$ cat config.mk
export PLATFORM = sky130hd
export DESIGN_NAME = e203_exu_wfi_ctrl
export DESIGN_NICKNAME = d
export VERILOG_FILES = /design/src/rtl/e203_exu_wfi_ctrl.sv
export SDC_FILE = /design/constraint.sdc
export NUM_CORES = 1
export LEC_CHECK = 0
export ABC_AREA = 1
export BUFFER_PORTS_ARGS = -buffer_cell sky130_fd_sc_hd__buf_2
export CORE_UTILIZATION = 30
export DETAILED_ROUTE_END_ITERATION = 10
export GPL_TIMING_DRIVEN = 1
export PLACE_DENSITY = 0.51
export SYNTH_ARGS = -nofsm -noshare
export SYNTH_HDL_FRONTEND = slang
export SYNTH_SLANG_ARGS = --single-unit
$ cat constraint.sdc
create_clock -name clk -period 2.5 [get_ports clk]
set_clock_uncertainty 0.2 [all_clocks]
set_input_delay 0.5 -clock clk [delete_from_list [all_inputs] [get_ports clk]]
set_output_delay 0.5 -clock clk [all_outputs]
set_load 0.02 [all_outputs]
$ cat src/rtl/e203_exu_wfi_ctrl.sv
// WFI halt-handshake sequencer: drain long-pipe work, request IFU/EXU halt, sleep until a wake source fires.
// Optional E203_WFI_EVT_WAKE_EN adds |evt_r as an extra wake term.
`ifndef E203_LIRQ_NUM
`define E203_LIRQ_NUM 1
`endif
`ifndef E203_EVT_NUM
`define E203_EVT_NUM 1
`endif

module e203_exu_wfi_ctrl #(
    parameter int LIRQ_NUM = `E203_LIRQ_NUM,
    parameter int EVT_NUM  = `E203_EVT_NUM,
    parameter int CNT_W    = 32
) (
    input  logic                clk,
    input  logic                rst_n,
    input  logic                wfi_cmt,
    input  logic                dbg_mode,
    input  logic                dbg_halt_r,
    input  logic                dbg_irq_r,
    input  logic                ext_irq_r,
    input  logic                sft_irq_r,
    input  logic                tmr_irq_r,
    input  logic                meie_r,
    input  logic                msie_r,
    input  logic                mtie_r,
    input  logic [LIRQ_NUM-1:0] lcl_irq_r,
    input  logic [EVT_NUM-1:0]  evt_r,
    input  logic                oitf_empty,
    input  logic                pipe_flush_req,
    output logic                wfi_halt_ifu_req,
    output logic                wfi_halt_exu_req,
    input  logic                wfi_halt_ifu_ack,
    input  logic                wfi_halt_exu_ack,
    output logic                core_wfi,
    output logic                wfi_busy,
    output logic                wfi_wake,
    output logic [CNT_W-1:0]    sleep_cnt
);

    typedef enum logic [1:0] {
        ST_IDLE  = 2'd0,
        ST_DRAIN = 2'd1,
        ST_REQ   = 2'd2,
        ST_SLEEP = 2'd3
    } state_e;

    localparam logic [CNT_W-1:0] CNT_MAX = {CNT_W{1'b1}};
    localparam logic [CNT_W-1:0] CNT_ONE = {{(CNT_W-1){1'b0}}, 1'b1};

    state_e           state_q, state_d;
    logic             ifu_ack_q, ifu_ack_d;
    logic             exu_ack_q, exu_ack_d;
    logic             ifu_req_q, ifu_req_d;
    logic             exu_req_q, exu_req_d;
    logic             core_wfi_q, core_wfi_d;
    logic             busy_q, busy_d;
    logic             wake_pls_q, wake_pls_d;
    logic [CNT_W-1:0] sleep_cnt_q, sleep_cnt_d;

    logic wake_evt;
    logic wake;
    logic ifu_ack_now;
    logic exu_ack_now;

`ifdef E203_WFI_EVT_WAKE_EN
    assign wake_evt = |evt_r;
`else
    assign wake_evt = 1'b0;
`endif

    // mstatus.MIE intentionally absent: WFI resumes even with global interrupts off.
    assign wake = dbg_irq_r | dbg_halt_r
                | (ext_irq_r & meie_r)
                | (sft_irq_r & msie_r)
                | (tmr_irq_r & mtie_r)
                | (|lcl_irq_r)
                | wake_evt;

    assign ifu_ack_now = ifu_ack_q | wfi_halt_ifu_ack;
    assign exu_ack_now = exu_ack_q | wfi_halt_exu_ack;

    always_comb begin
        state_d = state_q;
        unique case (state_q)
            ST_IDLE: begin
                if (wfi_cmt && !dbg_mode) begin
                    state_d = ST_DRAIN;
                end
            end
            ST_DRAIN: begin
                if (wake) begin
                    state_d = ST_IDLE;
                end else if (oitf_empty && !pipe_flush_req) begin
                    state_d = ST_REQ;
                end
            end
            ST_REQ: begin
                if (wake) begin
                    state_d = ST_IDLE;
                end else if (ifu_ack_now && exu_ack_now) begin
                    state_d = ST_SLEEP;
                end
            end
            ST_SLEEP: begin
                if (wake) begin
                    state_d = ST_IDLE;
                end
            end
            default: state_d = ST_IDLE;
        endcase
    end

    // Ack flags live only while REQ persists; any exit (sleep or abort) clears them.
    always_comb begin
        ifu_ack_d = 1'b0;
        exu_ack_d = 1'b0;
        if (state_q == ST_REQ && state_d == ST_REQ) begin
            ifu_ack_d = ifu_ack_now;
            exu_ack_d = exu_ack_now;
        end
    end

    always_comb begin
        ifu_req_d  = (state_d == ST_REQ) || (state_d == ST_SLEEP);
        exu_req_d  = (state_d == ST_REQ) || (state_d == ST_SLEEP);
        core_wfi_d = (state_d == ST_SLEEP);
        busy_d     = (state_d != ST_IDLE);
        wake_pls_d = (state_q != ST_IDLE) && (state_d == ST_IDLE);
    end

    always_comb begin
        sleep_cnt_d = sleep_cnt_q;
        if (state_q == ST_SLEEP) begin
            if (sleep_cnt_q != CNT_MAX) begin
                sleep_cnt_d = sleep_cnt_q + CNT_ONE;
            end
        end else if (state_d == ST_SLEEP) begin
            sleep_cnt_d = '0;
        end
    end

    always_ff @(posedge clk or negedge rst_n) begin
        if (!rst_n) begin
            state_q     <= ST_IDLE;
            ifu_ack_q   <= 1'b0;
            exu_ack_q   <= 1'b0;
            ifu_req_q   <= 1'b0;
            exu_req_q   <= 1'b0;
            core_wfi_q  <= 1'b0;
            busy_q      <= 1'b0;
            wake_pls_q  <= 1'b0;
            sleep_cnt_q <= '0;
        end else begin
            state_q     <= state_d;
            ifu_ack_q   <= ifu_ack_d;
            exu_ack_q   <= exu_ack_d;
            ifu_req_q   <= ifu_req_d;
            exu_req_q   <= exu_req_d;
            core_wfi_q  <= core_wfi_d;
            busy_q      <= busy_d;
            wake_pls_q  <= wake_pls_d;
            sleep_cnt_q <= sleep_cnt_d;
        end
    end

    assign wfi_halt_ifu_req = ifu_req_q;
    assign wfi_halt_exu_req = exu_req_q;
    assign core_wfi         = core_wfi_q;
    assign wfi_busy         = busy_q;
    assign wfi_wake         = wake_pls_q;
    assign sleep_cnt        = sleep_cnt_q;

`ifndef SYNTHESIS
    // Halt requests and a newly raised flush must never overlap.
    a_no_flush_in_halt: assert property (
        @(posedge clk) disable iff (!rst_n)
        !(((state_q == ST_REQ) || (state_q == ST_SLEEP)) && $rose(pipe_flush_req))
    );
`endif

endmodule

==> summary.txt, run 1 <==
Place
  • Routability cong.: 0.825
  • Post-DP HPWL: 5.43 mm
  • Buffers on Ports: 53
  • Placed cell count: 527

Power and ir drop
  • Post-layout power: 1450 uW
  • Static Leakage: 0.00152 uW
  • Switch Pwr: 375 uW
  • Clock group share of total power: 41.5%
  • Combinational share of power: 11.0%
  • Sequential Power Share: 47.5%
  • Max VDD drop: 318 uV
  • P per Cell Area: 469 nW/um^2
  • Internal power: 1070 uW
  • Sw frac: 25.9%

Critical path
  • CP Cell Sequence: ha_1 > nand2_2 > nor2_4 > nand2_4 > nor2_4 > nand2_4 > a21oi_4 > buf_12 > nand2_1 > o21ai_0
  • Critical Path RT: 2520 ps
  • CP max stage cell: dfrtp_1
  • Critical Path Fanout Max: 15
  • Setup crit end kind: register
  • Worst path arrival time: 2160 ps
  • Setup crit start kind: register
  • Critical path class: register to register
  • Peak per-stage delay on the critical path: 420 ps

Logic synthesis
  • Top cells by area, synth: dfrtp_1 (39%), nand2_1 (18%), nor2_1 (9.1%)
  • Post-Synth XOR/XNOR Area: 3.43%
  • Syn Area/Cell: 6.88 um^2
  • #FFs+latches synth: 40
  • Cell area after synthesis: 2550 um^2
  • Adder-Cell Fraction of Synth Area: 0.490%
  • Synth Area in Simple Gates: 41.7%
  • Mux cell area share after synthesis: 0%
  • Number of distinct library cells after synthesis: 28
  • Largest family of logic cells by synthesized area: simple AND/OR/NAND/NOR gates
  • Synth warnings: 0
  • Largest area contributor in the netlist: dfrtp_1
  • Sequential cell area fraction in the yosys report: 39.2%
  • Synthesized instance count: 371
  • Syn nets: 390
  • Compound-Gate Fraction of Synth Area: 7.89%
  • Yosys top cell area share: 39.2%

Final layout
  • Most common cell after layout, fill and taps aside: nand2_1
  • Non-filler cells, final: 536
  • Fillers: 883
  • Nets: 449
  • ANT cells: 0
  • Register area: 1000 um^2
  • Layout cells sized above 1: 19.0%
  • Synthesis-to-finish area growth: 21.0%
  • Area of the multi-input gates: 1370 um^2
  • Most frequent cells in the layout: nand2_1 (124), nor2_1 (62), buf_2 (53)
  • Post-Route Utilization: 37.6%

Detailed routing
  • Final wirelength: 7.08 mm
  • Via density: 4.64
  • Initial DRC count: 144
  • TritonRoute pass-1 iters: 4
  • Vias: 2487
  • WL per Instance: 13.2 um
  • Post-route ant nets: 0
  • DRC viols: 0

Clock network
  • Root buffer cell: clkbuf_8
  • Clock transition at path regs: 90 ps
  • Post-CTS sizing: 0
  • H-tree depth: 2
  • Setup bufs post-CTS: 0
  • CTS buffer count: 5
  • Clock Sinks: 40
  • Latest clock arrival within the worst-skew pair: 300 ps
  • Post-CTS Hold Fix Bufs: 1
  • CTS Buffer Depth: 2
  • CTS tree: built

STA
  • Fin. Hold Viols: 0
  • Setup TNS: 0 ps
  • Slew HR: 66.3%
  • # setup viols final: 0
  • Post-route minimum period: 2140 ps
  • Tightest Pin Transition: 506 ps
  • RSZ-0062 raised after global routing: false
  • Max Slew Vio Count: 0
  • FMAX: 468 MHz
  • Period utilization: 85.5%
  • WHS: 278 ps

Die
  • Die area: 8880 um^2
  • Die width: 94.2 um
  • Core Area: 8220 um^2
  • Cell row count: 33
  • Die Span Y: 94.2 um
  • Initial Util: 31.1%
  • Num ports: 55

GRT
  • First-pass GRT wire length: 11.9 mm
  • Vias in the first global route: 2399
  • Initial antenna violation count: 0
  • Total track usage: 17.5%
  • Remaining Overflow, GRT: 0
  • Largest net degree at the start of global routing: 23

Flow run
  • Max cap viols: 0

Worst hold path
  • Hold Crit Class: input pin to register

Outcome
  • Run status: completed
## critical path, delay by kind of cell, from the launching register on
| family | cells | cell delay (ps) |
|---|---|---|
| AOI/OAI and AO/OA | 2 | 320 |
| adders and majority gates | 1 | 300 |
| buffers and inverters | 1 | 190 |
| DFF | 1 | 420 |
| and+or+nand+nor | 6 | 620 |
## power by group through the flow
stage | Clock [uW] | Sequential (uW) | Combinational [uW]
2_1_floorplan | 0 | 715 | 73.4
3_3_place_gp | 0 | 701 | 158
3_5_place_dp | 0 | 701 | 160
4_1_cts | 609 | 688 | 162
5_1_grt | 641 | 692 | 180
6_report | 600 | 688 | 159
## state kept, by name (all words and copies together) (netlist names)
name,count
state_q,2
wfi_wake,1
ifu_ack_q,1
core_wfi,1
wfi_halt_exu_req,1
sleep_cnt,32
wfi_busy,1
exu_ack_q,1
## metal layers
metal	GRT usage, %	share of wire, %	up-vias
met5	0	0	-
met4	4.87	1.2	0
met3	3.16	4.1	8
met2	29.8	47	56
met1	22.6	48	1126
li1	-	-	1297
## through the flow
| step | setup slack (ps) | instance area (um^2) |
|---|---|---|
| after detailed placement | 367 | 2950 |
| after global placement | 370 | 2950 |
| after CTS | 348 | 3090 |
| after global routing | 144 | 3090 |
| final | 364 | 3090 |
| after floorplan | 467 | 2550 |
## cells in the mapped netlist
library cell	n
nor3b_1	1
o21bai_1	1
nand3_1	38
buf_4	1
or2_2	2
inv_1	36
o21ai_0	14
nor3_1	6
xor2_1	8
o31ai_1	1
nand2_1	124
o21ai_1	6
dfrtp_1	40
ha_1	1
o22ai_2	1
nand4_1	4
buf_6	3
nor2_1	62
a21oi_4	1
buf_2	2
nor2_4	3
nand2_4	4
a31oi_1	1
nand2_2	1
o21ai_2	5
a21o_1	1
xnor2_1	2
nand3b_1	2
## logic make-up after synthesis
family                   after synthesis
buffers and inverters                 42
AND/OR/NAND/NOR                      247
XOR/XNOR                              10
AO/OA/AOI/OAI                         31
adder cells (fa/ha/maj)                1
flip-flops                            40
## worst paths after layout
check	depth (start not counted)	end	from	slack, ps
max	10	sleep_cnt[12]$_DFFE_PN0P_	sleep_cnt[0]$_DFFE_PN0P_	360
min	3	exu_ack_q$_DFF_PN0_	wfi_halt_exu_ack	280
max reg2reg	10	sleep_cnt[12]$_DFFE_PN0P_	sleep_cnt[0]$_DFFE_PN0P_	360
min reg2reg	2	exu_ack_q$_DFF_PN0_	exu_ack_q$_DFF_PN0_	310
max in group asynchronous	3	sleep_cnt[23]$_DFFE_PN0P_	rst_n	1100
min in group asynchronous	2	sleep_cnt[15]$_DFFE_PN0P_	rst_n	490
## cell type report
type                       count  share of cell area, %
clock buffer                   7                   3.12
clock inverter                 1                  0.972
inverter                      36                   4.37
multi-input combinational    289                   44.2
sequential                    40                   32.4
tap                          105                   4.25
timing repair buffer          58                   10.7
Power figures use the tool's default switching activity.
==> inputs of run 2 (changes only) <==
--- a/config.mk
+++ b/config.mk
@@ -10,7 +10,8 @@
 export CORE_UTILIZATION = 30
 export DETAILED_ROUTE_END_ITERATION = 10
 export GPL_TIMING_DRIVEN = 1
-export PLACE_DENSITY = 0.51
+export PLACE_DENSITY = 0.53
+export RECOVER_POWER = 100
 export SYNTH_ARGS = -nofsm -noshare
 export SYNTH_HDL_FRONTEND = slang
 export SYNTH_SLANG_ARGS = --single-unit
==> constraint.sdc (replaced) <==
create_clock -name clk -period 1.9 [get_ports clk]
set_clock_uncertainty 0.2 [all_clocks]
set_input_delay 0.38 -clock clk [delete_from_list [all_inputs] [get_ports clk]]
set_output_delay 0.38 -clock clk [all_outputs]
set_load 0.02 [all_outputs]
==> summary.txt, run 2 (same netlist as run 1, synthesis figures left out) <==
Worst hold path
  • Hold Crit Class: input pin to register
  • Hold Path Stages: 3
  • Min-Delay Endpoint: exu_ack_q$_DFF_PN0_
  • Worst hold start: wfi_halt_exu_ack

Place
  • Post-Place Cell Area: 3240 um^2
  • Buffers on Ports: 53
  • Placed cell count: 562
  • Routability cong.: 0.851
  • Post-DP HPWL: 5.94 mm

Clock network
  • Root buffer cell: clkbuf_8
  • Clock transition at path regs: 80 ps
  • CTS tree: built
  • Clock Sinks: 40
  • CTS buffer count: 5
  • H-tree depth: 2
  • CTS Buffer Depth: 2
  • Latest clock arrival within the worst-skew pair: 300 ps

Final layout
  • Synthesis-to-finish area growth: 38.7%
  • Layout cells sized above 1: 31.0%
  • Most common cell after layout, fill and taps aside: nand2_1
  • Most frequent cells in the layout: nand2_1 (111), nor2_1 (55), buf_2 (48)
  • Fin area: 3540 um^2
  • Post-Route Utilization: 43.1%
  • Non-filler cells, final: 582
  • Max FFs per register: 32
  • ANT cells: 0
  • Nets: 495

Critical path
  • Worst path arrival time: 1910 ps
  • Cell family with most CP delay: simple AND/OR/NAND/NOR gates
  • Setup crit end kind: register
  • Critical Path RT: 1920 ps
  • Critical Path Fanout Max: 6
  • CP dominant cell by count: nand2_4
  • R2r endpoint: sleep_cnt[8]$_DFFE_PN0P_
  • Reg2reg setup slack: 8 ps
  • Critical path class: register to register
  • R2r startpoint: sleep_cnt[1]$_DFFE_PN0P_
  • Setup crit start kind: register
  • Peak per-stage delay on the critical path: 410 ps
  • CP max stage cell: dfrtp_2
  • CP Cell Sequence: ha_4 > nand2_4 > nor2_4 > nand2_4 > nor2_4 > nand2_4 > a21oi_4 > buf_12 > buf_12 > nand2_1 > o21ai_1
  • Critical path buffers and inverters: 2
  • Worst R2R Path Depth: 11

Detailed routing
  • Vias: 2802
  • Initial DRC count: 140
  • Via density: 4.81
  • WL per Instance: 13.8 um
  • DRC viols: 0
  • Post-route ant nets: 0
  • TritonRoute pass-1 iters: 4
  • Final wirelength: 8.01 mm

Die
  • Initial Util: 31.1%
  • Core Area: 8220 um^2
  • Cell row count: 33
  • Die width: 94.2 um
  • Die area: 8880 um^2
  • Num ports: 55
  • Die Span Y: 94.2 um

GRT
  • Vias in the first global route: 2732
  • Initial antenna violation count: 0
  • Largest net degree at the start of global routing: 22
  • Total track usage: 19.0%
  • First-pass GRT wire length: 12.9 mm
  • Remaining Overflow, GRT: 0

STA
  • Post-route minimum period: 1890 ps
  • RSZ-0062 raised after global routing: true
  • Setup TNS: 0 ps
  • Fin. Hold Viols: 0
  • Slew HR: 63.8%
  • Period utilization: 99.6%
  • Tightest Pin Transition: 543 ps
  • Max Slew Vio Count: 0
  • # setup viols final: 0
  • FMAX: 529 MHz

Power and ir drop
  • Static Leakage: 0.00172 uW
  • P per Cell Area: 492 nW/um^2
  • Max VDD drop: 285 uV

Flow run
  • Max cap viols: 0

Outcome
  • Run status: completed
==> run 2: cell count changes in the layout (fill, tap and decap cells not counted), moves of 5 or more <==
| cell | previous run | this run |
|---|---|---|
| clkbuf_1 | 0 | 7 |
| buf_4 | 2 | 43 |
| nand2_1 | 124 | 111 |
| o21ai_0 | 14 | 9 |
| nor2_2 | 0 | 7 |
| buf_2 | 53 | 48 |
| nand2_2 | 1 | 10 |
| nor2_1 | 62 | 55 |
==> run 2: where the power goes <==
group          total [uW]  internal, uW  switching [uW]
sequential            894           874            20.4
clock                 567           258             309
combinational         281           118             163
==> run 2: what timing repair did <==
action,in CTS,in global routing
buffers inserted,2,6
pin swaps,0,3
endpoints found under the hold margin,20,0
endpoints found under the setup margin,1,29
hold buffers,1,0
cloned,0,3
resized for setup,0,34
==> run 2: final cells by class <==
class                   count  area (um^2)
clock buffers               7         76.3
clock inverters             1         5.00
fillers                   858         4680
inverters                  36          135
multi-input cells         289         1470
flip-flops and latches     40         1000
well taps                 105          131
repair buffers            104          718
==> run 2: how the worst max path moves through the flow <==
stage | cells past startpoint | start | end
4_1_cts | 10 | sleep_cnt[1]$_DFFE_PN0P_ | sleep_cnt[8]$_DFFE_PN0P_
2_1_floorplan | 11 | sleep_cnt[0]$_DFFE_PN0P_ | sleep_cnt[13]$_DFFE_PN0P_
5_1_grt | 11 | sleep_cnt[1]$_DFFE_PN0P_ | sleep_cnt[4]$_DFFE_PN0P_
3_3_place_gp | 7 | dbg_halt_r | sleep_cnt[28]$_DFFE_PN0P_
3_5_place_dp | 7 | dbg_halt_r | sleep_cnt[26]$_DFFE_PN0P_
6_report | 11 | sleep_cnt[1]$_DFFE_PN0P_ | sleep_cnt[8]$_DFFE_PN0P_
==> run 2: routing by layer <==
layer	wire [um]	vias to the layer above	share of wire, %	global-route usage [%]
li1	-	1385	-	-
met5	0	-	0	0
met3	488	16	6.1	2.91
met4	261	0	3.3	6.15
met1	3580	1315	45	24.5
met2	3680	86	46	32.2
==> run 2: tightest hold or removal path, delay by kind of cell <==
family,cells,cell delay (ps)
simple gates,2,140
buf+inv,1,80
==> run 2: metrics by stage <==
stage	power, uW	setup WS [ps]	hold slack (ps)
after floorplan	1040	22.6	-116
after global placement	1170	-33.8	186
after detailed placement	1170	-75.7	192
after CTS	1750	3.33	150
after global routing	1830	-95.8	174
final	1740	8.31	156
